--- config.mk ---
export PLATFORM = sky130hd
export DESIGN_NAME = ovl_win_seq_ctrl
export DESIGN_NICKNAME = d
export VERILOG_FILES = /design/src/rtl/ovl_win_seq_pkg.sv /design/src/rtl/ovl_win_seq_cnt.sv /design/src/rtl/ovl_win_seq_ctrl.sv
export SDC_FILE = /design/constraint.sdc
export NUM_CORES = 1
export LEC_CHECK = 0
export ABC_CLOCK_PERIOD_IN_PS = 2100
export CORE_MARGIN = 10
export CORE_UTILIZATION = 45
export DETAILED_ROUTE_END_ITERATION = 12
export PLACE_DENSITY = 0.73
export SLEW_MARGIN = 20
export SYNTH_ARGS = -nofsm -noshare
export SYNTH_HDL_FRONTEND = slang
export SYNTH_HIERARCHICAL = 1
export SYNTH_SLANG_ARGS = --single-unit
--- constraint.sdc ---
create_clock -name clk -period 2.1 [get_ports clk]
set_clock_uncertainty 0.1 [all_clocks]
set_input_delay 0.315 -clock clk [delete_from_list [all_inputs] [get_ports clk]]
set_output_delay 0.315 -clock clk [all_outputs]
set_load 0.02 [all_outputs]
--- src/rtl/ovl_win_seq_pkg.sv ---
// Shared types and default sizing for the window-stability stimulus sequencer.
// Optional feature macro used by the top: OVL_WIN_SEQ_GLITCH_EN.
package ovl_win_seq_pkg;

  localparam int DEF_WIDTH = 4;
  localparam int DEF_LEN_W = 4;
  localparam int DEF_GAP_W = 3;

  typedef enum logic [2:0] {
    ST_IDLE  = 3'd0,
    ST_START = 3'd1,
    ST_HOLD  = 3'd2,
    ST_END   = 3'd3,
    ST_GAP   = 3'd4
  } state_t;

  typedef struct packed {
    logic [DEF_WIDTH-1:0] data;
    logic [DEF_LEN_W-1:0] len;
    logic [DEF_GAP_W-1:0] gap;
    logic                 glitch;
  } cmd_t;

  function automatic int max_int(input int a, input int b);
    return (a > b) ? a : b;
  endfunction

endpackage

--- src/rtl/ovl_win_seq_cnt.sv ---
// Loadable saturating down-counter shared by the HOLD and GAP phases.
module ovl_win_seq_cnt #(
  parameter int W = 4
) (
  input  logic         clk,
  input  logic         rst_n,
  input  logic         load_i,
  input  logic [W-1:0] val_i,
  input  logic         dec_i,
  output logic         is_one_o
);

  logic [W-1:0] cnt_q;

  // NOTE: sequential state is written only with non-blocking assignments so
  // every flop samples its inputs from the same pre-edge values.
  always_ff @(posedge clk or negedge rst_n) begin
    if (!rst_n) begin
      cnt_q <= '0;
    end else if (load_i) begin
      cnt_q <= val_i;
    end else if (dec_i && (cnt_q != '0)) begin
      cnt_q <= cnt_q - 1'b1;
    end
  end

  assign is_one_o = (cnt_q == W'(1));

endmodule

--- src/rtl/ovl_win_seq_ctrl.sv ---
// Window sequencer: start pulse, hold test_expr for len cycles, end pulse, gap.
// Define OVL_WIN_SEQ_GLITCH_EN to allow a one-cycle LSB flip on the first HOLD cycle.
module ovl_win_seq_ctrl
  import ovl_win_seq_pkg::*;
#(
  parameter int WIDTH = DEF_WIDTH,
  parameter int LEN_W = DEF_LEN_W,
  parameter int GAP_W = DEF_GAP_W
) (
  input  logic             clk,
  input  logic             rst_n,
  input  logic             cmd_valid_i,
  output logic             cmd_ready_o,
  input  logic [WIDTH-1:0] cmd_data_i,
  input  logic [LEN_W-1:0] cmd_len_i,
  input  logic [GAP_W-1:0] cmd_gap_i,
  input  logic             cmd_glitch_i,
  output logic             start_event_o,
  output logic             end_event_o,
  output logic [WIDTH-1:0] test_expr_o,
  output logic             win_active_o,
  output logic             done_o
);

  localparam int CNT_W = max_int(LEN_W, GAP_W);

`ifdef OVL_WIN_SEQ_GLITCH_EN
  localparam logic GLITCH_EN = 1'b1;
`else
  localparam logic GLITCH_EN = 1'b0;
`endif

  state_t state_q, state_d;
  logic             ready_q, done_q, first_hold_q;
  logic [WIDTH-1:0] data_q;
  logic [LEN_W-1:0] len_q;
  logic [GAP_W-1:0] gap_q;
  logic             glitch_q;

  logic             accept;
  logic             cnt_load, cnt_dec, cnt_is_one;
  logic [CNT_W-1:0] cnt_val;
  logic             in_window, flip;

  // ready_q is registered so it stays low until the first edge after reset.
  assign accept = cmd_valid_i & ready_q;

  // NOTE: every always_comb output gets a default first, so no path leaves
  // it unassigned and no latch is inferred.
  always_comb begin
    state_d = state_q;
    unique case (state_q)
      ST_IDLE:  if (accept) state_d = ST_START;
      ST_START: state_d = (len_q != '0) ? ST_HOLD : ST_END;
      ST_HOLD:  if (cnt_is_one) state_d = ST_END;
      ST_END:   state_d = (gap_q != '0) ? ST_GAP : ST_IDLE;
      ST_GAP:   if (cnt_is_one) state_d = ST_IDLE;
      default:  state_d = ST_IDLE;
    endcase
  end

  always_ff @(posedge clk or negedge rst_n) begin
    if (!rst_n) begin
      state_q      <= ST_IDLE;
      ready_q      <= 1'b0;
      done_q       <= 1'b0;
      first_hold_q <= 1'b0;
      data_q       <= '0;
      len_q        <= '0;
      gap_q        <= '0;
      glitch_q     <= 1'b0;
    end else begin
      state_q      <= state_d;
      ready_q      <= (state_d == ST_IDLE);
      done_q       <= (state_q == ST_END);
      first_hold_q <= (state_q == ST_START);
      if (accept) begin
        data_q   <= cmd_data_i;
        len_q    <= cmd_len_i;
        gap_q    <= cmd_gap_i;
        glitch_q <= cmd_glitch_i;
      end
    end
  end

  // Loading one cycle ahead makes the counter read len (or gap) on the first
  // HOLD (or GAP) cycle; the phase ends on the cycle it reads 1.
  assign cnt_load = (state_q == ST_START) || (state_q == ST_END);
  assign cnt_val  = (state_q == ST_START) ? CNT_W'(len_q) : CNT_W'(gap_q);
  assign cnt_dec  = (state_q == ST_HOLD) || (state_q == ST_GAP);

  ovl_win_seq_cnt #(.W(CNT_W)) u_cnt (
    .clk      (clk),
    .rst_n    (rst_n),
    .load_i   (cnt_load),
    .val_i    (cnt_val),
    .dec_i    (cnt_dec),
    .is_one_o (cnt_is_one)
  );

  assign in_window = (state_q == ST_START) || (state_q == ST_HOLD) || (state_q == ST_END);
  assign flip      = GLITCH_EN & glitch_q & first_hold_q & (state_q == ST_HOLD);

  assign cmd_ready_o   = ready_q;
  assign start_event_o = (state_q == ST_START);
  assign end_event_o   = (state_q == ST_END);
  assign win_active_o  = in_window;
  assign test_expr_o   = in_window ? (data_q ^ WIDTH'(flip)) : '0;
  assign done_o        = done_q;

endmodule

# [Word-level counts from Yosys, hierarchy flattened]
# Index checks and enable logic that the tools add are counted.
[totals] elab_cells=35 reg_bits=20 in_bits=15 out_inout_bits=9
[classes] n_reduce_logical=11 n_mux=10 bitwise_logic=1 add_sub_neg=1 n_eq_ne=5
[ops] cell="$mux 4" n=4
[ops] cell="$pmux 3 s5" n=1
[ops] cell="$mux 3" n=4
[ops] cell="$reduce_bool 4->1" n=2
[ops] cell="$eq 3x2->1 const B" n=2
[ops] cell="$logic_not 3->1" n=2
[ops] cell="$eq 4x1->1 const B" n=1
[ops] cell="$logic_or 1x1->1" n=4
[ops] cell="$sub 4x1->4 const B" n=1
[ops] cell="$eq 3x1->1 const B" n=1
[ops] cell="$eq 3x3->1 const B" n=1
[ops] cell="$reduce_bool 3->1" n=1
[ops] cell="$reduce_bool 2->1" n=1
[ops] cell="$and 1x1->1" n=1
[ops] cell="$logic_and 1x1->1" n=1
[ops] cell="$mux 1" n=1

# [Logic depth before layout (Yosys ltp)]
# Gate-level depths: netlist of run 1.
[depth] ltp_word=5 mapped_depth=6

# [Modules after synthesis]
# The synthesis of run 1 kept the hierarchy.
[by_module_without_submodules] mod="ovl_win_seq_ctrl" cells_per_inst=63 area_each_um2=774.5 seq_area_each_um2=400.4 instances=1
[by_module_without_submodules] mod="ovl_win_seq_cnt" cells_per_inst=29 area_each_um2=282.8 seq_area_each_um2=100.1 instances=1

# [Worst setup path after synthesis of run 1]
# Ideal clock, no wire load.
[synth_timing] path_kind="reg2reg" start="register state_q[1]" end="register u_cnt.cnt_q[0]" setup_time_ns=0.135 setup_slack_ns=0.453 path_buffers=2 t_arrival_ns=1.411 period_less_slack_ns=1.647 path_stages_with_launch=7 path_cell_list="dfrtp_1 -> buf_6 -> or3b_1 -> buf_6 -> mux2_4 -> nand2_1 -> o311ai_1"
[synth_between] word_cells_on_any_way=10
[synth_lines] element="start: declaration" line_no="ovl_win_seq_ctrl.sv:33" source="state_t state_q, state_d;"
[synth_lines] element="start signal: assignment" line_no="ovl_win_seq_ctrl.sv:73" source="state_q <= state_d;"
[synth_lines] element="$eq 3x1->1" line_no="ovl_win_seq_ctrl.sv:89" source="assign cnt_val = (state_q == ST_START) ? CNT_W'(len_q) : CNT_W'(gap_q);"
[synth_lines] element="$mux 4" line_no="ovl_win_seq_ctrl.sv:89"
[synth_lines] element="named net cnt_val[0]" line_no="ovl_win_seq_ctrl.sv:42" source="logic [CNT_W-1:0] cnt_val;"
[synth_lines] element="$mux 4" line_no="ovl_win_seq_cnt.sv:20" source="end else if (load_i) begin"
[synth_lines] element="end signal: assignment" line_no="ovl_win_seq_cnt.sv:21" source="cnt_q <= val_i;"
[synth_lines] element="end signal: assignment" line_no="ovl_win_seq_cnt.sv:23" source="cnt_q <= cnt_q - 1'b1;"
[synth_lines] element="end: declaration" line_no="ovl_win_seq_cnt.sv:13" source="logic [W-1:0] cnt_q;"
# The timed path passes the listed nets, and every way through them passes these cells.
# A chain may end at the register's enable or synchronous reset.

# [Worst setup path after layout of run 1]
[layout_timing] start="register state_q[2]" end="output start_event_o"
[layout_between] elab_chain_len=1
[layout_lines] element="$eq 3x1->1" line_no="ovl_win_seq_ctrl.sv:105" source="assign start_event_o = (state_q == ST_START);"
[layout_lines] element="end: declaration" line_no="ovl_win_seq_ctrl.sv:18" source="output logic start_event_o,"
# No other way between the ends.

==> results of run 1 <==
## cells in the mapped netlist
library cell	count
dfrtp_1	20
mux2_2	11
nand2_1	6
nor2_1	6
and2_1	5
inv_1	4
mux2_4	3
nor3b_1	3
a21oi_1	2
buf_2	2
buf_4	2
buf_6	2
ha_1	2
nor2b_1	2
nor3_1	2
o21ai_0	2
o21ai_1	2
xnor2_1	2
a211oi_1	1
a21o_1	1
a221o_1	1
a31o_1	1
and4b_1	1
mux2i_1	1
nand3b_1	1
nor4b_2	1
o221ai_1	1
o311ai_1	1
or3b_1	1
or3b_4	1
or4_1	1
or4b_1	1
## critical path: cells and delay by family (launching register included)
family / cells / cell delay [ps]
buffers and inverters: 2 / 410
DFF: 1 / 460
and+or+nand+nor: 1 / 400
## timing repair
item	CTS	global route
hold buffers	0	0
pin swaps	0	0
cloned	0	0
setup endpoints to repair	7	1
setup buffers	0	0
endpoints found under the hold margin	0	0
gates resized for setup	7	1
## final timing paths
path / startpoint / end / slack, ps
min in group clk: data_q[2]$_DFFE_PN0P_ / data_q[2]$_DFFE_PN0P_ / 410
hold / removal: rst_n / state_q[2]$_DFF_PN0_ / 240
setup reg to reg: state_q[2]$_DFF_PN0_ / u_cnt/cnt_q[0]$_DFFE_PN0P_ / 350
max in group asynchronous: rst_n / data_q[0]$_DFFE_PN0P_ / 1450
setup / recovery: state_q[2]$_DFF_PN0_ / start_event_o / 120
hold reg to reg: data_q[2]$_DFFE_PN0P_ / data_q[2]$_DFFE_PN0P_ / 410
## power groups by stage
stage | combinational, mW | sequential [mW] | clock, mW
global route | 1.18 | 0.738 | 0.347
global placement | 1.09 | 0.706 | 0
floorplan | 0.782 | 0.681 | 0
finish | 1.08 | 0.715 | 0.308
CTS | 1.09 | 0.712 | 0.321
detailed placement | 1.12 | 0.721 | 0
## per-stage QoR
step,cells,area (um2)
3_3_place_gp,144,1330
4_1_cts,148,1370
3_5_place_dp,144,1330
2_1_floorplan,92,1060
6_report,148,1380
5_1_grt,148,1380
## routing by layer
layer,up-vias,track usage [%],share of wire (%)
met5,-,0,0
met4,0,4.52,0.68
met1,378,11.0,43
met2,17,15.7,50
li1,380,-,-
met3,2,3.43,6.3
## registers in the layout (all words and copies together), names as in the netlist
name / count
cmd_ready_o: 1
u_cnt/cnt_q: 4
len_q: 4
data_q: 4
state_q: 3
done_o: 1
gap_q: 3
## cells in the final DEF (no fill, tap or decap), drive strengths merged
cell type      count
xnor2              2
nor2               6
dlymetal6s2s       1
nor3               2
dfrtp             20
o221ai             1
nor3b              3
a221o              1
inv                4
nand3b             1
nor4b              1
and2               5
or4                1
nor2b              2
o311ai             1
or4b               1
clkbuf             3
ha                 2
bufinv             1
a21oi              2
or3b               2
mux2              14
and4b              1
buf                8
a211oi             1
a21o               1
dlygate4sd2        6
o21ai              4
clkdlybuf4s50     15
mux2i              1
nand2              6
a31o               1
## cell families (layout without fill, tap and decap cells)
logic type,after synthesis,count (layout),synth area share (%)
compound gates,12,12,7.69
xor+xnor,2,2,1.66
fa+ha+maj,2,2,2.37
buf+inv,10,38,5.92
flops,20,20,47.3
mux,15,15,16.9
simple gates,31,31,18.1
## final cells by class
type	instances	area, um2
Fill cell	184	858
Sequential cell	20	500
Multi-Input combinational cell	62	497
Timing Repair Buffer	30	275
Tap cell	28	35.0
Clock inverter	1	30.0
Clock buffer	3	22.5
Inverter	4	15.0
==> metrics.csv, run 1 <==
metric,value,unit
p_total,2.10,mW
cp.arrival,1560,ps
clk_path_buf_depth,2,
worst_pin_slew,466,ps
fp.dieW,68.5,um
cts_tree,yes,
hold_path.class,primary input to asynchronous set/reset pin,
yosysWarnings,6,
rr_worst_depth,5,
antenna_left,0,
hold_viol,0,
clk_root_buffer_cell,clkbuf_4,
maxCapViolCount,0,
status,"finished, final reports clean",
grt_first_pass_wirelength,3470,um
layout_setup_ws,123,ps
syn-cell-area,1060,um2
numClockSinks,20,
power.switching,760,uW
path_max_fanout,6,
drtIter0Drc,62,
dpl_worst_slack,199,ps
timing.fmax,0.506,GHz
timing.hold.ws,238,ps
synth_cell_type_count,32,
place_congestion,0.757,
gr-usage-all-layers,9.64,%
routedWlPerCell,14.0,um
power_density,1530,nW/um2
syn_area_per_cell,11.5,um2
start_util,47.3,%
pwr-share-seq,34.1,%
drive_above_1_share,24.2,%
setup_viol,0,
rsz0062_at_grt,false,
post-route-min-period,1980,ps
die_area,4690,um2
relSlewSlack,68.9,%
io_buffers,22,
row_count,17,
drt-total-wl,2070,um
drcViolationCount,0,
core,2230,um2
path_cells,"or3b_1, inv_1, dlygate4sd2_1",
cp-start-kind,flip-flop,
fin_crit_sh,94.1,%
drt_first_pass_iters,4,
worst-setup-path-type,flip-flop to output pin,
synth_top_area_cell,dfrtp_1,
p_comb_share,51.2,%
syn_inst,92,
swShare,36.2,%
cp.required,1680,ps
die_y,68.5,um
netlist_top_cells_area,"dfrtp_1 (47%), mux2_2 (12%), mux2_4 (4.3%)",
pwr-share-clk,14.7,%
p_leak,0.651,nW
setup-tns-final,0,ps
area_delta_synth_final,30.1,%
drv_slew,0,
nNetsFinal,138,
cpPeakStageDelay,460,ps
numCtsBuffers,3,
yosysSeqAreaShare,47.3,%
globalRouteOverflowTotal,0,
ir_drop,1.06,mV
cpMaxStageDelayCell,dfrtp_1,
hpwlAfterDp,1610,um
clock_latency,300,ps
yosysTopAreaCellShare,47.3,%
io_pins,24,
grt_max_degree,21,
internal-power,1.34,mW
h-tree-depth,1,
clk_pin_slew,110,ps
n_antenna_cell,0,
synth-seq-cells,20,
grt_pass1_vias,784,
synth_nets,109,
antenna_found_initial,0,
dr_total_vias,777,
fin_util,61.6,%
viasPerCell,5.25,
cp-end-kind,output pin,
Power figures use the tool's default switching activity.
==> inputs of run 2 (changes only) <==
--- a/config.mk
+++ b/config.mk
@@ -9,6 +9,7 @@
 export CORE_MARGIN = 10
 export CORE_UTILIZATION = 45
 export DETAILED_ROUTE_END_ITERATION = 12
+export GPL_TIMING_DRIVEN = 0
 export PLACE_DENSITY = 0.73
 export SLEW_MARGIN = 20
 export SYNTH_ARGS = -nofsm -noshare
==> metrics.csv, run 2 (same netlist as run 1, synthesis figures left out) <==
metric,value,unit,change
cts_tree,yes,,unchanged
n_antenna_cell,0,,unchanged
cpPeakStageDelay,370,ps,was 460 ps
die_y,68.5,um,unchanged
path_cells,"buf_2, or3b_1, buf_6, inv_1, buf_2",,"was or3b_1, inv_1, dlygate4sd2_1"
fin_crit_sh,93.2,%,was 94.1%
viasPerCell,5.02,,was 5.25
clk_pin_slew,100,ps,was 110 ps
drt_first_pass_iters,3,,was 4
grt_max_degree,21,,unchanged
drcViolationCount,0,,unchanged
routedWlPerCell,13.1,um,was 14.0 um
p_leak,0.626,nW,was 0.651 nW
drv_slew,0,,unchanged
drive_above_1_share,23.1,%,was 24.2%
setup_viol,0,,unchanged
cp.arrival,1540,ps,was 1560 ps
gr-usage-all-layers,9.49,%,was 9.64%
fp.dieW,68.5,um,unchanged
grt_pass1_vias,796,,was 784
place_congestion,0.720,,was 0.757
mostFrequentLayoutCells,"dfrtp_1 (20), clkdlybuf4s50_1 (15), mux2_2 (11), nand2_1 (6)",,"was dfrtp_1 (20), clkdlybuf4s50_1 (15), mux2_2 (11), buf_4 (8)"
hold_viol,0,,unchanged
core,2230,um2,unchanged
maxCapViolCount,0,,unchanged
drtIter0Drc,20,,was 62
cp-end-kind,output pin,,unchanged
start_util,47.3,%,unchanged
layout_setup_ws,142,ps,was 123 ps
worst-setup-path-type,flip-flop to output pin,,unchanged
io_pins,24,,unchanged
cp-start-kind,flip-flop,,unchanged
h-tree-depth,1,,unchanged
ir_drop,1.03,mV,was 1.06 mV
timing.fmax,0.511,GHz,was 0.506 GHz
grt_first_pass_wirelength,3430,um,was 3470 um
cp.required,1680,ps,about the same
fin_util,59.5,%,was 61.6%
area_delta_synth_final,25.7,%,was 30.1%
antenna_found_initial,0,,unchanged
numCtsBuffers,3,,unchanged
setup-tns-final,0,ps,unchanged
numClockSinks,20,,unchanged
cpMaxStageDelayCell,or3b_1,,was dfrtp_1
final_common_cell,dfrtp_1,,unchanged
cp_common_cell,buf_2,,
path_max_fanout,9,,was 6
p_total,1.91,mW,was 2.10 mW
hpwlAfterDp,1510,um,was 1610 um
power_density,1440,nW/um2,was 1530 nW/um2
status,"finished, final reports clean",,unchanged
clock_latency,290,ps,was 300 ps
clk_path_buf_depth,2,,unchanged
hold_path.class,flip-flop to flip-flop,,was primary input to asynchronous set/reset pin
nNetsFinal,136,,was 138
post-route-min-period,1960,ps,was 1980 ps
die_area,4690,um2,unchanged
nFillCells,192,,was 184
dr_total_vias,728,,was 777
reg.largest.list,"data_q x4, len_q x4, u_cnt/cnt_q x4",,unchanged
relSlewSlack,40.5,%,was 68.9%
drt-total-wl,1910,um,was 2070 um
io_buffers,22,,unchanged
rsz0062_at_grt,false,,unchanged
timing.hold.ws,406,ps,was 238 ps
antenna_left,0,,unchanged
worst_pin_slew,890,ps,was 466 ps
row_count,17,,unchanged
dpl_worst_slack,8.04,ps,was 199 ps
cts_setup_buffers,0,,unchanged
clk_root_buffer_cell,clkbuf_4,,unchanged
globalRouteOverflowTotal,0,,unchanged
## run 2: changes by cell type in the layout (fill, tap and decap cells not counted)
| cell | change |
|---|---|
| buf_2 | +3 |
| buf_4 | -6 |
| buf_6 | +2 |
| bufinv_16 | -1 |
| dlygate4sd2_1 | -1 |
## run 2: critical path: cells and delay by family, from the launching register on
kind / cells / cell delay [ps]
AND/OR/NAND/NOR: 1 / 370
flip-flops: 1 / 360
buffers and inverters: 4 / 520
## run 2: repair_timing
action | CTS | global route
gates resized for setup | 9 | 2
endpoints found under the setup margin | 7 | 2
hold buffers | 0 | 0
## run 2: path summary, 6_finish.rpt
| check | cells after the start | endpoint | slack [ps] | start |
|---|---|---|---|---|
| worst min register to register | 1 | data_q[2]$_DFFE_PN0P_ | 410 | data_q[2]$_DFFE_PN0P_ |
| max in group asynchronous | 1 | done_o$_DFF_PN0_ | 940 | rst_n |
| worst min-delay path | 1 | data_q[2]$_DFFE_PN0P_ | 410 | data_q[2]$_DFFE_PN0P_ |
| min in group asynchronous | 1 | len_q[1]$_DFFE_PN0P_ | 420 | rst_n |
| worst max register to register | 6 | u_cnt/cnt_q[3]$_DFFE_PN0P_ | 310 | state_q[2]$_DFF_PN0_ |
| worst max-delay path | 5 | start_event_o | 140 | state_q[2]$_DFF_PN0_ |
## run 2: report_power, final
part | leakage [nW] | switching [mW] | internal (mW)
combinational | 0.368 | 0.493 | 0.554
sequential | 0.244 | 0.117 | 0.569
clock | 0.0138 | 0.108 | 0.0667
## run 2: per-stage QoR
step | cell area, um2 | cells
after global placement | 1310 | 142
final | 1330 | 145
after floorplan | 1060 | 92
after global routing | 1330 | 145
after detailed placement | 1310 | 142
after CTS | 1330 | 145
## run 2: metal layers
| layer | GRT usage, % | part of all wire, % | vias up |
|---|---|---|---|
| li1 | - | - | 373 |
| met4 | 4.52 | 0.73 | 0 |
| met1 | 9.75 | 41 | 342 |
| met2 | 16.9 | 52 | 11 |
| met5 | 0 | 0 | - |
| met3 | 3.10 | 5.8 | 2 |
## run 2: cell type report
| cell class | count | area, um2 | share of cell area [%] |
|---|---|---|---|
| Buffer | 6 | 47.5 | 3.58 |
| Timing Repair Buffer | 22 | 211 | 15.9 |
| Sequential cell | 20 | 500 | 37.7 |
| Tap cell | 28 | 35.0 | 2.64 |
| Inverter | 4 | 15.0 | 1.13 |
| Multi-Input combinational cell | 62 | 497 | 37.4 |
| Clock buffer | 3 | 22.5 | 1.69 |
==> inputs of run 3 (changes only) <==
--- a/config.mk
+++ b/config.mk
@@ -8,8 +8,8 @@
 export ABC_CLOCK_PERIOD_IN_PS = 2100
 export CORE_MARGIN = 10
 export CORE_UTILIZATION = 45
+export CTS_CLUSTER_DIAMETER = 80
 export DETAILED_ROUTE_END_ITERATION = 12
-export GPL_TIMING_DRIVEN = 0
 export PLACE_DENSITY = 0.73
 export SLEW_MARGIN = 20
 export SYNTH_ARGS = -nofsm -noshare
==> results of run 3 <==
Final layout, timing and power as in run 1 (identical DEF).
